### config.mk
export PLATFORM = sky130hd
export DESIGN_NAME = instr_fetch_stage
export DESIGN_NICKNAME = d
export VERILOG_FILES = /design/src/rtl/instr_fetch_stage.sv
export SDC_FILE = /design/constraint.sdc
export NUM_CORES = 1
export LEC_CHECK = 0
export ABC_CLOCK_PERIOD_IN_PS = 2050
export BUFFER_PORTS_ARGS = -buffer_cell sky130_fd_sc_hd__buf_2
export CORE_UTILIZATION = 41
export DETAILED_ROUTE_END_ITERATION = 8
export GPL_TIMING_DRIVEN = 0
export PLACE_DENSITY_LB_ADDON = 0.12
export SLEW_MARGIN = 40
export SYNTH_ARGS = -nofsm -noshare
export SYNTH_HDL_FRONTEND = slang
export SYNTH_SLANG_ARGS = --single-unit
### constraint.sdc
create_clock -name clk -period 2.05 [get_ports clk]
set_clock_uncertainty 0.2 [all_clocks]
set_input_delay 0 -clock clk [delete_from_list [all_inputs] [get_ports clk]]
set_output_delay 0 -clock clk [all_outputs]
set_load 0.02 [all_outputs]
### src/rtl/instr_fetch_stage.sv
// Fetch stage: turns accepted PCs into synchronous imem reads and hands
// {instruction, pc} pairs to decode through a 2-entry buffer.
module instr_fetch_stage #(
    parameter int ADDR_W  = 6,
    parameter int INSTR_W = 32,
    parameter int CNT_W   = 16
) (
    input  logic               clk,
    input  logic               rst,
    input  logic [ADDR_W-1:0]  pc_in,
    input  logic               pc_valid,
    output logic               pc_ready,
    output logic               imem_en,
    output logic [ADDR_W-1:0]  imem_addr,
    input  logic [INSTR_W-1:0] imem_rdata,
    input  logic               flush,
    output logic               dec_valid,
    input  logic               dec_ready,
    output logic [INSTR_W-1:0] dec_instr,
    output logic [ADDR_W-1:0]  dec_pc,
    output logic [CNT_W-1:0]   fetched_cnt
);

    logic [INSTR_W-1:0] instr_q [2];
    logic [ADDR_W-1:0]  pc_q    [2];

    logic [1:0]        count_q, count_d;
    logic              head_q, head_d;
    logic              tail_q, tail_d;
    logic              inflight_v_q, inflight_v_d;
    logic [ADDR_W-1:0] inflight_pc_q, inflight_pc_d;
    logic [CNT_W-1:0]  fetched_cnt_q, fetched_cnt_d;

    logic [1:0] occ;
    logic [1:0] occ_after_pop;
    logic       pop;
    logic       ready_int;
    logic       accept_int;
    logic       wr_en;

    assign dec_valid     = (count_q != 2'd0) && !flush;
    assign pop           = dec_valid && dec_ready;
    assign occ           = count_q + {1'b0, inflight_v_q};
    assign occ_after_pop = occ - {1'b0, pop};

    // Credit check counts the in-flight read, so a returning word always
    // finds a free slot; a same-cycle pop frees one credit early.
    assign ready_int  = !flush && (occ_after_pop < 2'd2);
    assign accept_int = pc_valid && ready_int;
    assign wr_en      = inflight_v_q && !flush;

    // Outputs are forced quiet while reset is held; state is frozen then anyway.
    assign pc_ready  = rst && ready_int;
    assign imem_en   = pc_valid && pc_ready;
    assign imem_addr = pc_in;

    assign dec_instr   = instr_q[head_q];
    assign dec_pc      = pc_q[head_q];
    assign fetched_cnt = fetched_cnt_q;

    always_comb begin
        count_d       = count_q;
        head_d        = head_q;
        tail_d        = tail_q;
        inflight_v_d  = 1'b0;
        inflight_pc_d = inflight_pc_q;
        fetched_cnt_d = fetched_cnt_q;

        if (flush) begin
            count_d = 2'd0;
            tail_d  = head_q;
        end else begin
            if (wr_en) begin
                tail_d = ~tail_q;
            end
            if (pop) begin
                head_d = ~head_q;
            end
            count_d      = count_q + {1'b0, wr_en} - {1'b0, pop};
            inflight_v_d = accept_int;
            if (accept_int) begin
                inflight_pc_d = pc_in;
            end
        end

        if (pop) begin
            fetched_cnt_d = fetched_cnt_q + CNT_W'(1);
        end
    end

    always_ff @(posedge clk or negedge rst) begin
        if (!rst) begin
            count_q       <= 2'd0;
            head_q        <= 1'b0;
            tail_q        <= 1'b0;
            inflight_v_q  <= 1'b0;
            inflight_pc_q <= '0;
            fetched_cnt_q <= '0;
            for (int i = 0; i < 2; i++) begin
                instr_q[i] <= '0;
                pc_q[i]    <= '0;
            end
        end else begin
            count_q       <= count_d;
            head_q        <= head_d;
            tail_q        <= tail_d;
            inflight_v_q  <= inflight_v_d;
            inflight_pc_q <= inflight_pc_d;
            fetched_cnt_q <= fetched_cnt_d;
            if (wr_en) begin
                instr_q[tail_q] <= imem_rdata;
                pc_q[tail_q]    <= inflight_pc_q;
            end
        end
    end

endmodule
==> flow_summary.ini, run 1 <==
[run_status]
outcome = complete, no violations

[finish]
synthToLayoutAreaGrowth_pct = 31.4
drive_above_1_share = 0.565
fin_nets = 520
diodes = 0

[detailed_routing]
via_count = 2940
ant_nets = 0
viasPerCell = 4.76
wl_um = 9190
drt_iter0_markers = 74
wl_per_cell_um = 14.9
drc_errors = 0
dr.pass1.iters = 4

[worst_setup_path]
crit_path_start_kind = flop
crit_start = count_q[1]
r2r-start = count_q[1]
cp.required_ns = 2.10
worstPathArrival_ns = 1.99
worstSetupEndpointType = flop
critPathMaxFanout = 6
worstSetupPathType = reg -> reg
r2r_slack_ns = 0.11

[clock_tree]
ctsHtreeMaxLevel = 3
clk_root_buffer_cell = clkbuf_8
cts_buffers = 9
cts_setup_buffers = 0
path_clk_slew_ns = 0.09
clk_latency_ns = 0.36
cts.sinks = 103
cts_tree = built
clock_path_buffers = 2

[logic_synthesis]
synth_cell_types = 29
ys_ff_latch = 103
synth_top_area_frac = 0.567
yosysWarningCount = 0
synthSimpleGateAreaFrac = 0.0471
synth-edff-count = 0
synthMuxAreaShare = 0.302
ys_seq_area_frac = 0.567
synth_top_family_by_area = multiplexers
syn-instance-count = 314
synthTopCellsByCount = 121 x mux2_2, 103 x dfrtp_1, 16 x xnor2_1
postSynthAreaPerCell_sq_um = 14.5
syn_nets = 360
synth_adder_area_share = 0.00826
yosys-top-cells-area = dfrtp_1 57%, mux2_2 30%, xnor2_1 3.1%
synth.most_common_cell = mux2_2
synth_largest_area_cell = dfrtp_1
synth_xor_area_frac = 0.0366
synth.cell_area_sq_mm = 0.00455
synth_compound_area_frac = 0.00881
async_flop_share = 1.00
ys.flop_type = dfrtp_1

[sta]
finalCritPeriodShare = 0.948
hold_viol = 0
setup_viol_count_final = 0
worst_slew_pin_slew_ns = 0.439
rsz0062_at_grt = false
setup-tns-final_ns = 0
fin_crit_ns = 1.94
slew_headroom = 0.706
fmax_mhz = 515
hold_slack_ns = 0.214
slew_viol_final = 0

[floorplanning]
die_w_um = 107
core.rowCount = 38
die_h_um = 107
core_sq_mm = 0.0108
dieArea_sq_mm = 0.0115
start_util = 0.419
ioPinCount = 106

[power_and_ir_drop]
irDropWorstVdd_mv = 0.653
p_leak_uw = 0.00280
p_per_area_mw_per_mm2 = 1340

[global_route]
grt_usage = 0.173
antenna_found_initial = 0
grt_pass1_wl_um = 15100
first_global_vias = 3031
grt-ovfl-total = 0
grt_max_degree = 72

[flow_run]
cap_violations = 0

[worst_hold_path]
min_path_type = in -> reg
min-delay-start = imem_rdata[0]

[place]
gp_congestion = 0.678
dp_hpwl_um = 6110
numPortBuffers = 104
## flip-flops by register name, indices dropped and copies added, names as in the netlist
signal         count
instr_q           64
fetched_cnt       16
pc_q              12
inflight_pc_q      6
count_q            2
head_q             1
inflight_v_q       1
tail_q             1
## per-layer routing
metal	global-route usage	part of all wire	wire (um)	vias to the layer above
met1	0.225	0.46	4260	1459
met4	0.0558	0.010	95	0
met5	0	0	0	-
met3	0.0406	0.041	378	7
li1	-	-	-	1413
met2	0.284	0.48	4460	61
## worst paths after layout
kind	cells after the start	to
worst max-delay path	8	count_q[1]
worst min-delay path	3	instr_q[32]
worst max register to register	8	count_q[1]
worst min register to register	1	fetched_cnt[15]
max in group asynchronous	4	inflight_v_q
min in group asynchronous	4	instr_q[55]
## kinds of logic (layout without fill, tap and decap cells)
kind of cell / count (synthesis) / after routing
AOI/OAI and AO/OA: 4 / 4
muxes: 122 / 122
and+or+nand+nor: 39 / 39
DFF: 103 / 103
adders and majority gates: 3 / 3
buffers and inverters: 24 / 188
xor gates and xnor gates: 19 / 19
## placed cells by master (no fill, tap or decap), types with 2 or more instances in the layout
cell / Yosys / routed
dfrtp_2: 0 / 2
buf_2: 6 / 112
nand4_1: 4 / 4
xor2_1: 3 / 3
nor2_1: 7 / 7
mux2_2: 121 / 121
bufinv_16: 0 / 2
clkbuf_8: 0 / 12
nor2b_1: 2 / 2
buf_4: 9 / 9
dfrtp_1: 103 / 101
ha_1: 3 / 3
xnor2_1: 16 / 16
nand2_1: 10 / 9
nand3_1: 6 / 6
nor3_1: 3 / 3
inv_1: 4 / 4
dlygate4sd3_1: 0 / 43
## power by group
part | switching (uW) | internal, uW | total (uW)
sequential | 407 | 2840 | 3240
clock | 650 | 780 | 1430
combinational | 1670 | 1680 | 3360
total | 2730 | 5300 | 8030
## final cells by class
class / count / area (sq um)
Multi-Input combinational cell: 187 / 1840
Inverter: 4 / 15.0
Tap cell: 140 / 175
Buffer: 20 / 129
Timing Repair Buffer: 149 / 1010
Clock inverter: 3 / 65.1
Sequential cell: 103 / 2580
Clock buffer: 12 / 165
Fill cell: 933 / 4870
## worst max-delay path, stage by stage, from the launching register on
cell and delay, ns:
dfrtp_2 0.47, o21ba_2 0.26, nand2_2 0.14, inv_1 0.07
ha_1 0.27, inv_1 0.04, ha_1 0.17, xnor2_1 0.16
nor2_1 0.06
## through the flow
step / total power, uW / instances / utilization / worst slack [ns] / area (sq um)
after CTS: 8140 / 618 / 0.551 / 0.0761 / 5970
final: 8030 / 618 / 0.551 / 0.107 / 5970
after global placement: 6480 / 558 / 0.484 / -0.549 / 5240
after global routing: 8550 / 618 / 0.551 / 0.000711 / 5970
after detailed placement: 6610 / 559 / 0.487 / 0.00777 / 5280
after floorplan: 5580 / 314 / - / 0.138 / 4550
## timing repair
item                                    4_1_cts  5_1_grt
endpoints found under the hold margin       188        0
gates resized for setup                       5        3
hold buffers                                 44        0
endpoints found under the setup margin       39        2
(Power assumes the default switching activity.)
==> inputs of run 2 (changes only) <==
--- a/config.mk
+++ b/config.mk
@@ -5,9 +5,9 @@
 export SDC_FILE = /design/constraint.sdc
 export NUM_CORES = 1
 export LEC_CHECK = 0
-export ABC_CLOCK_PERIOD_IN_PS = 2050
+export ABC_CLOCK_PERIOD_IN_PS = 1600
 export BUFFER_PORTS_ARGS = -buffer_cell sky130_fd_sc_hd__buf_2
-export CORE_UTILIZATION = 41
+export CORE_UTILIZATION = 45
 export DETAILED_ROUTE_END_ITERATION = 8
 export GPL_TIMING_DRIVEN = 0
 export PLACE_DENSITY_LB_ADDON = 0.12
==> constraint.sdc (replaced) <==
create_clock -name clk -period 1.6 [get_ports clk]
set_clock_uncertainty 0.2 [all_clocks]
set_input_delay 0 -clock clk [delete_from_list [all_inputs] [get_ports clk]]
set_output_delay 0 -clock clk [all_outputs]
set_load 0.02 [all_outputs]
==> run 2 against run 1 <==
Compared with the run above:
- the run now ends with hold timing, setup timing left
- clock power rose by 10%
- critical path depth fell by 2
- hold slack got worse by 0.89 ns
- core utilization rose by 17 points
- cell area rose by 18%
- first-iteration DRC count fell by 59%
- register-to-register slack got worse by 0.36 ns
- die area fell by 8.7%
- combinational power rose by 100%
- sequential power rose by 31%
- worst setup slack got worse by 0.37 ns
- cell count rose by 4.0%
- critical endpoint is now imem_en
- largest cell class unchanged
==> flow_summary.ini, run 2 (same netlist as run 1, synthesis figures left out) <==
[floorplanning]
core.rowCount = 36
start_util = 0.465
core_sq_mm = 0.00977
ioPinCount = 106
die_h_um = 103
dieArea_sq_mm = 0.0105
die_w_um = 103

[worst_setup_path]
crit_family = flip-flops
worstSetupPathType = reg -> out
critPathMaxFanout = 4
cp.required_ns = 1.40
worstPathArrival_ns = 1.66
crit_chain = and2b_1 -> mux2i_2 -> buf_4 -> o21ai_4 -> nor2_1 -> buf_4
r2r-start = inflight_v_q
crit_path_start_kind = flop
cp_slowest_stage_delay_ns = 0.42
worstSetupEndpointType = output port
slowest_stage = dfrtp_1
cp_common_cell = buf_4
crit_start = inflight_v_q
worst-path-buf-inv = 2

[power_and_ir_drop]
pwr-share-seq = 0.335
power_uw = 12700
p_leak_uw = 0.00341
switching_share = 0.324
p_sw_uw = 4120
p_per_area_mw_per_mm2 = 1800
power_frac_clock = 0.124
combPwrFrac = 0.541
irDropWorstVdd_mv = 0.969
p_int_uw = 8590

[detailed_routing]
via_count = 3124
drt_iter0_markers = 30
drc_errors = 0
viasPerCell = 4.86
wl_um = 10600
wl_per_cell_um = 16.5
ant_nets = 0
dr.pass1.iters = 4

[finish]
regMostFlops = instr_q
fin_nets = 551
synthToLayoutAreaGrowth_pct = 55.3
final_util = 0.723
mostFrequentLayoutCell = dfrtp_1
drive_above_1_share = 0.625
fillCellCount = 651
diodes = 0
final_cell_mix = 98 x dfrtp_1, 71 x mux2_4, 64 x buf_2, 50 x buf_6, 50 x mux2_2
largest_register_ffs = 64

[worst_hold_path]
min_path_type = in -> async

[place]
numPortBuffers = 104
preCtsSetupSlack_ns = -0.255
gp_congestion = 0.715
dp_hpwl_um = 5750

[clock_tree]
cts_buffers = 9
path_clk_slew_ns = 0.09
ctsHtreeMaxLevel = 3
ctsHoldBuffers = 42
clock_path_buffers = 2
cts.sinks = 103
clk_root_buffer_cell = clkbuf_8
cts_tree = built
clk_latency_ns = 0.36

[sta]
slew_headroom = 0.744
hold_slack_ns = -0.673
setup_ws_ns = -0.258
hold_viol = 103
fmax_mhz = 538
rsz0062_at_grt = true
worst_slew_pin_slew_ns = 0.384
finalCritPeriodShare = 1.16
slew_viol_final = 0
setup_viol_count_final = 89
fin_crit_ns = 1.86

[global_route]
grt_max_degree = 57
antenna_found_initial = 0
grt_usage = 0.199
first_global_vias = 3248
grt_pass1_wl_um = 15800
grt-ovfl-total = 0

[run_status]
violations = hold timing, setup timing
outcome = finished with violations

[flow_run]
cap_violations = 0
==> run 2: changes by cell type in the layout (fill, tap and decap cells not counted), sizes merged <==
cell / change
buf: +26
clkbuf: +5
clkinv: +3
bufinv: -1
dlygate4sd3: -1
==> run 2: repair_timing <==
item                                   CTS  global route
endpoints found under the hold margin  192           103
gates cloned                             3             5
gates resized for setup                137            77
pin swaps                                5             9
setup buffers                           22             4
setup endpoints to repair              106           126
==> run 2: worst register-to-register path: cells and delay by family (launching register included) <==
family                 cells  cell delay [ns]
AND/OR/NAND/NOR            1             0.19
AO/OA/AOI/OAI              1             0.18
multiplexers               2             0.45
buffers and inverters      2             0.30
flip-flops                 1             0.42
==> run 2: power by group through the flow <==
stage / sequential [uW] / clock [uW] / combinational (uW)
global route: 4390 / 1730 / 7260
finish: 4260 / 1580 / 6870
global placement: 4140 / 0 / 4150
floorplan: 4090 / 0 / 3080
detailed placement: 4210 / 0 / 4230
CTS: 4190 / 1630 / 6140
==> run 2: metal layers <==
metal | wire length (um) | GRT usage | vias to the layer above | share of wire
li1 | - | - | 1474 | -
met2 | 5290 | 0.336 | 63 | 0.50
met3 | 370 | 0.0325 | 10 | 0.035
met1 | 4810 | 0.257 | 1577 | 0.45
met4 | 129 | 0.0791 | 0 | 0.012
met5 | 0 | 0 | - | 0
==> run 2: stage by stage <==
stage	TNS, ns	instances	cell area (sq um)
3_3_place_gp	-97.58	551	5280
6_report	-9.33	643	7060
3_5_place_dp	-13.66	552	5310
2_1_floorplan	-0.591	314	4590
4_1_cts	-7.49	634	6620
5_1_grt	-14.98	643	7060
==> run 2: layout make-up <==
| type | instances | area [sq um] | area share |
|---|---|---|---|
| Sequential cell | 103 | 2580 | 0.366 |
| Multi-Input combinational cell | 187 | 2210 | 0.312 |
| Timing Repair Buffer | 181 | 1670 | 0.236 |
| Buffer | 19 | 244 | 0.0345 |
| Tap cell | 133 | 166 | 0.0236 |
| Clock buffer | 11 | 131 | 0.0186 |
| Clock inverter | 5 | 50.0 | 0.00709 |
| Inverter | 4 | 15.0 | 0.00213 |
==> run 2: path summary, 6_finish.rpt <==
kind / to / slack, ns / cells past startpoint
min in group clk: fetched_cnt[2] / 0 / 5
min: instr_q[44] / -0.67 / 1
min reg2reg: fetched_cnt[15] / 0.26 / 1
max reg2reg: inflight_pc_q[5] / -0.25 / 6
max: imem_en / -0.26 / 6
max in group asynchronous: count_q[1] / 1.27 / 2
==> inputs of run 3 (changes only) <==
--- a/config.mk
+++ b/config.mk
@@ -11,6 +11,7 @@
 export DETAILED_ROUTE_END_ITERATION = 8
 export GPL_TIMING_DRIVEN = 0
 export PLACE_DENSITY_LB_ADDON = 0.12
+export SETUP_SLACK_MARGIN = 0.05
 export SLEW_MARGIN = 40
 export SYNTH_ARGS = -nofsm -noshare
 export SYNTH_HDL_FRONTEND = slang
==> run 3 against run 2 <==
Compared with the run above:
- the run still ends with hold timing, setup timing left
- combinational power up 3%
- first-iteration DRC count up 43%
- die area is the same
- cell area is 3.5% higher
- clock power up 30%
- critical path depth is 1 lower
- via count grew 2.3%
- flip-flop and latch count unchanged
- maximum frequency up 2.8%
- sequential share of layout area down 1.2 points
- wire length increased by 4.4%
- hold slack got worse by 0.0037 ns
- largest power group unchanged
- highest routed layer unchanged
==> flow_summary.ini, run 3 (same netlist as run 1, synthesis figures left out) <==
[finish]
drive_above_1_share = 0.646
final_cell_mix = 95 x dfrtp_1, 85 x mux2_4, 62 x buf_2, 52 x buf_6, 42 x dlygate4sd3_1
largest_register_ffs = 64
mostFrequentLayoutCell = dfrtp_1
regMostFlops = instr_q
fin_cells = 650
fillCellCount = 643
fin_nets = 559
design_area_sq_mm = 0.00731
diodes = 0
synthToLayoutAreaGrowth_pct = 60.7
final_util = 0.748

[power_and_ir_drop]
pwr-share-seq = 0.319
p_sw_uw = 4180
combPwrFrac = 0.527
irDropWorstVdd_mv = 0.999
switching_share = 0.312
power_frac_clock = 0.154
p_leak_uw = 0.00356
p_per_area_mw_per_mm2 = 1830
p_int_uw = 9210

[detailed_routing]
drc_errors = 0
drt_iter0_markers = 43
wl_per_cell_um = 17.0
viasPerCell = 4.92
ant_nets = 0
wl_um = 11100
via_count = 3197
dr.pass1.iters = 4

[clock_tree]
path_clk_slew_ns = 0.09
clock_path_buffers = 2
clk_root_buffer_cell = clkbuf_8
ctsHtreeMaxLevel = 3
cts.sinks = 103
clk_latency_ns = 0.36
cts_tree = built
cts_buffers = 9

[sta]
fin_crit_ns = 1.81
finalCritPeriodShare = 1.13
setup_ws_ns = -0.208
hold_viol = 103
worst_slew_pin_slew_ns = 0.390
slew_viol_final = 0
slew_headroom = 0.740
fmax_mhz = 553
setup_viol_count_final = 124
rsz0062_at_grt = true
hold_slack_ns = -0.677

[floorplanning]
dieArea_sq_mm = 0.0105
ioPinCount = 106
start_util = 0.465
die_h_um = 103
core_sq_mm = 0.00977
core.rowCount = 36
die_w_um = 103

[place]
postPlaceCellArea_sq_mm = 0.00538
numPortBuffers = 104
preCtsSetupSlack_ns = -0.223
dp_hpwl_um = 5910
placed_cells = 552
gp_congestion = 0.691

[worst_setup_path]
crit_path_start_kind = flop
cp.required_ns = 1.65
critPathMaxFanout = 5
worstSetupPathType = reg -> reg
slowest_stage = dfrtp_1
crit_chain = and2b_2 -> mux2i_4 -> o21ai_4 -> buf_6 -> mux2_4
cp_slowest_stage_delay_ns = 0.42
worstSetupEndpointType = flop
worstPathArrival_ns = 1.86

[global_route]
grt_max_degree = 58
grt_pass1_wl_um = 16200
grt-ovfl-total = 0
grt_usage = 0.201
first_global_vias = 3211
antenna_found_initial = 0

[worst_hold_path]
min_path_type = in -> async

[run_status]
violations = hold timing, setup timing
outcome = finished with violations

[flow_run]
cap_violations = 0
-- run 3: path summary, 6_finish.rpt --
check                           startpoint          endpoint  slack, ns  cells after the start
max                           inflight_v_q  inflight_pc_q[4]      -0.21                      5
min                                    rst       instr_q[54]      -0.68                      1
max reg2reg                   inflight_v_q  inflight_pc_q[4]      -0.21                      5
min reg2reg                fetched_cnt[15]   fetched_cnt[15]       0.27                      1
max in group asynchronous              rst            head_q       1.27                      2
min in group clk                 dec_ready   fetched_cnt[13]          0                      5
-- run 3: worst max-delay path, delay by kind of cell (launching register included) --
family | cells | cell delay (ns)
DFF | 1 | 0.42
and+or+nand+nor | 1 | 0.24
buffers and inverters | 1 | 0.16
muxes | 2 | 0.50
AOI/OAI and AO/OA | 1 | 0.17
-- run 3: layer usage --
metal	track usage	wire length, um	up-vias
met5	0	0	-
met4	0.0659	95	0
met3	0.0325	340	7
met2	0.333	5540	65
met1	0.271	5080	1633
li1	-	-	1492
-- run 3: final cells by class --
| cell class | count | area (sq um) | area share |
|---|---|---|---|
| Sequential cell | 103 | 2590 | 0.354 |
| Multi-Input combinational cell | 187 | 2290 | 0.314 |
| Timing Repair Buffer | 189 | 1760 | 0.240 |
| Buffer | 19 | 236 | 0.0324 |
| Tap cell | 133 | 166 | 0.0228 |
| Clock buffer | 11 | 131 | 0.0180 |
| Clock inverter | 4 | 120 | 0.0164 |
| Inverter | 4 | 17.5 | 0.00240 |
-- run 3: what timing repair did --
action                                  4_1_cts  5_1_grt
pin swaps                                     9       12
endpoints found under the setup margin      117      128
setup buffers                                22       13
gates cloned                                  6        3
endpoints found under the hold margin       191      106
hold buffers                                 40        2
resized for setup                           132      101
-- run 3: power groups by stage --
stage                     clock network (uW)  logic, uW  registers, uW
after global routing                    2180       7450           4400
final                                   2060       7060           4280
after detailed placement                   0       4310           4220
after CTS                               2100       5990           4200
after global placement                     0       4240           4160
after floorplan                            0       3160           4100
-- run 3: per-stage QoR --
stage               setup TNS (ns)  hold WS [ns]  power (uW)
floorplan                   -0.475        -0.496        7260
global placement            -98.64        0.0443        8390
detailed placement          -12.44        -0.270        8530
CTS                          -9.78        -0.672       12300
global route                -18.17        -0.659       14000
finish                      -11.44        -0.677       13400
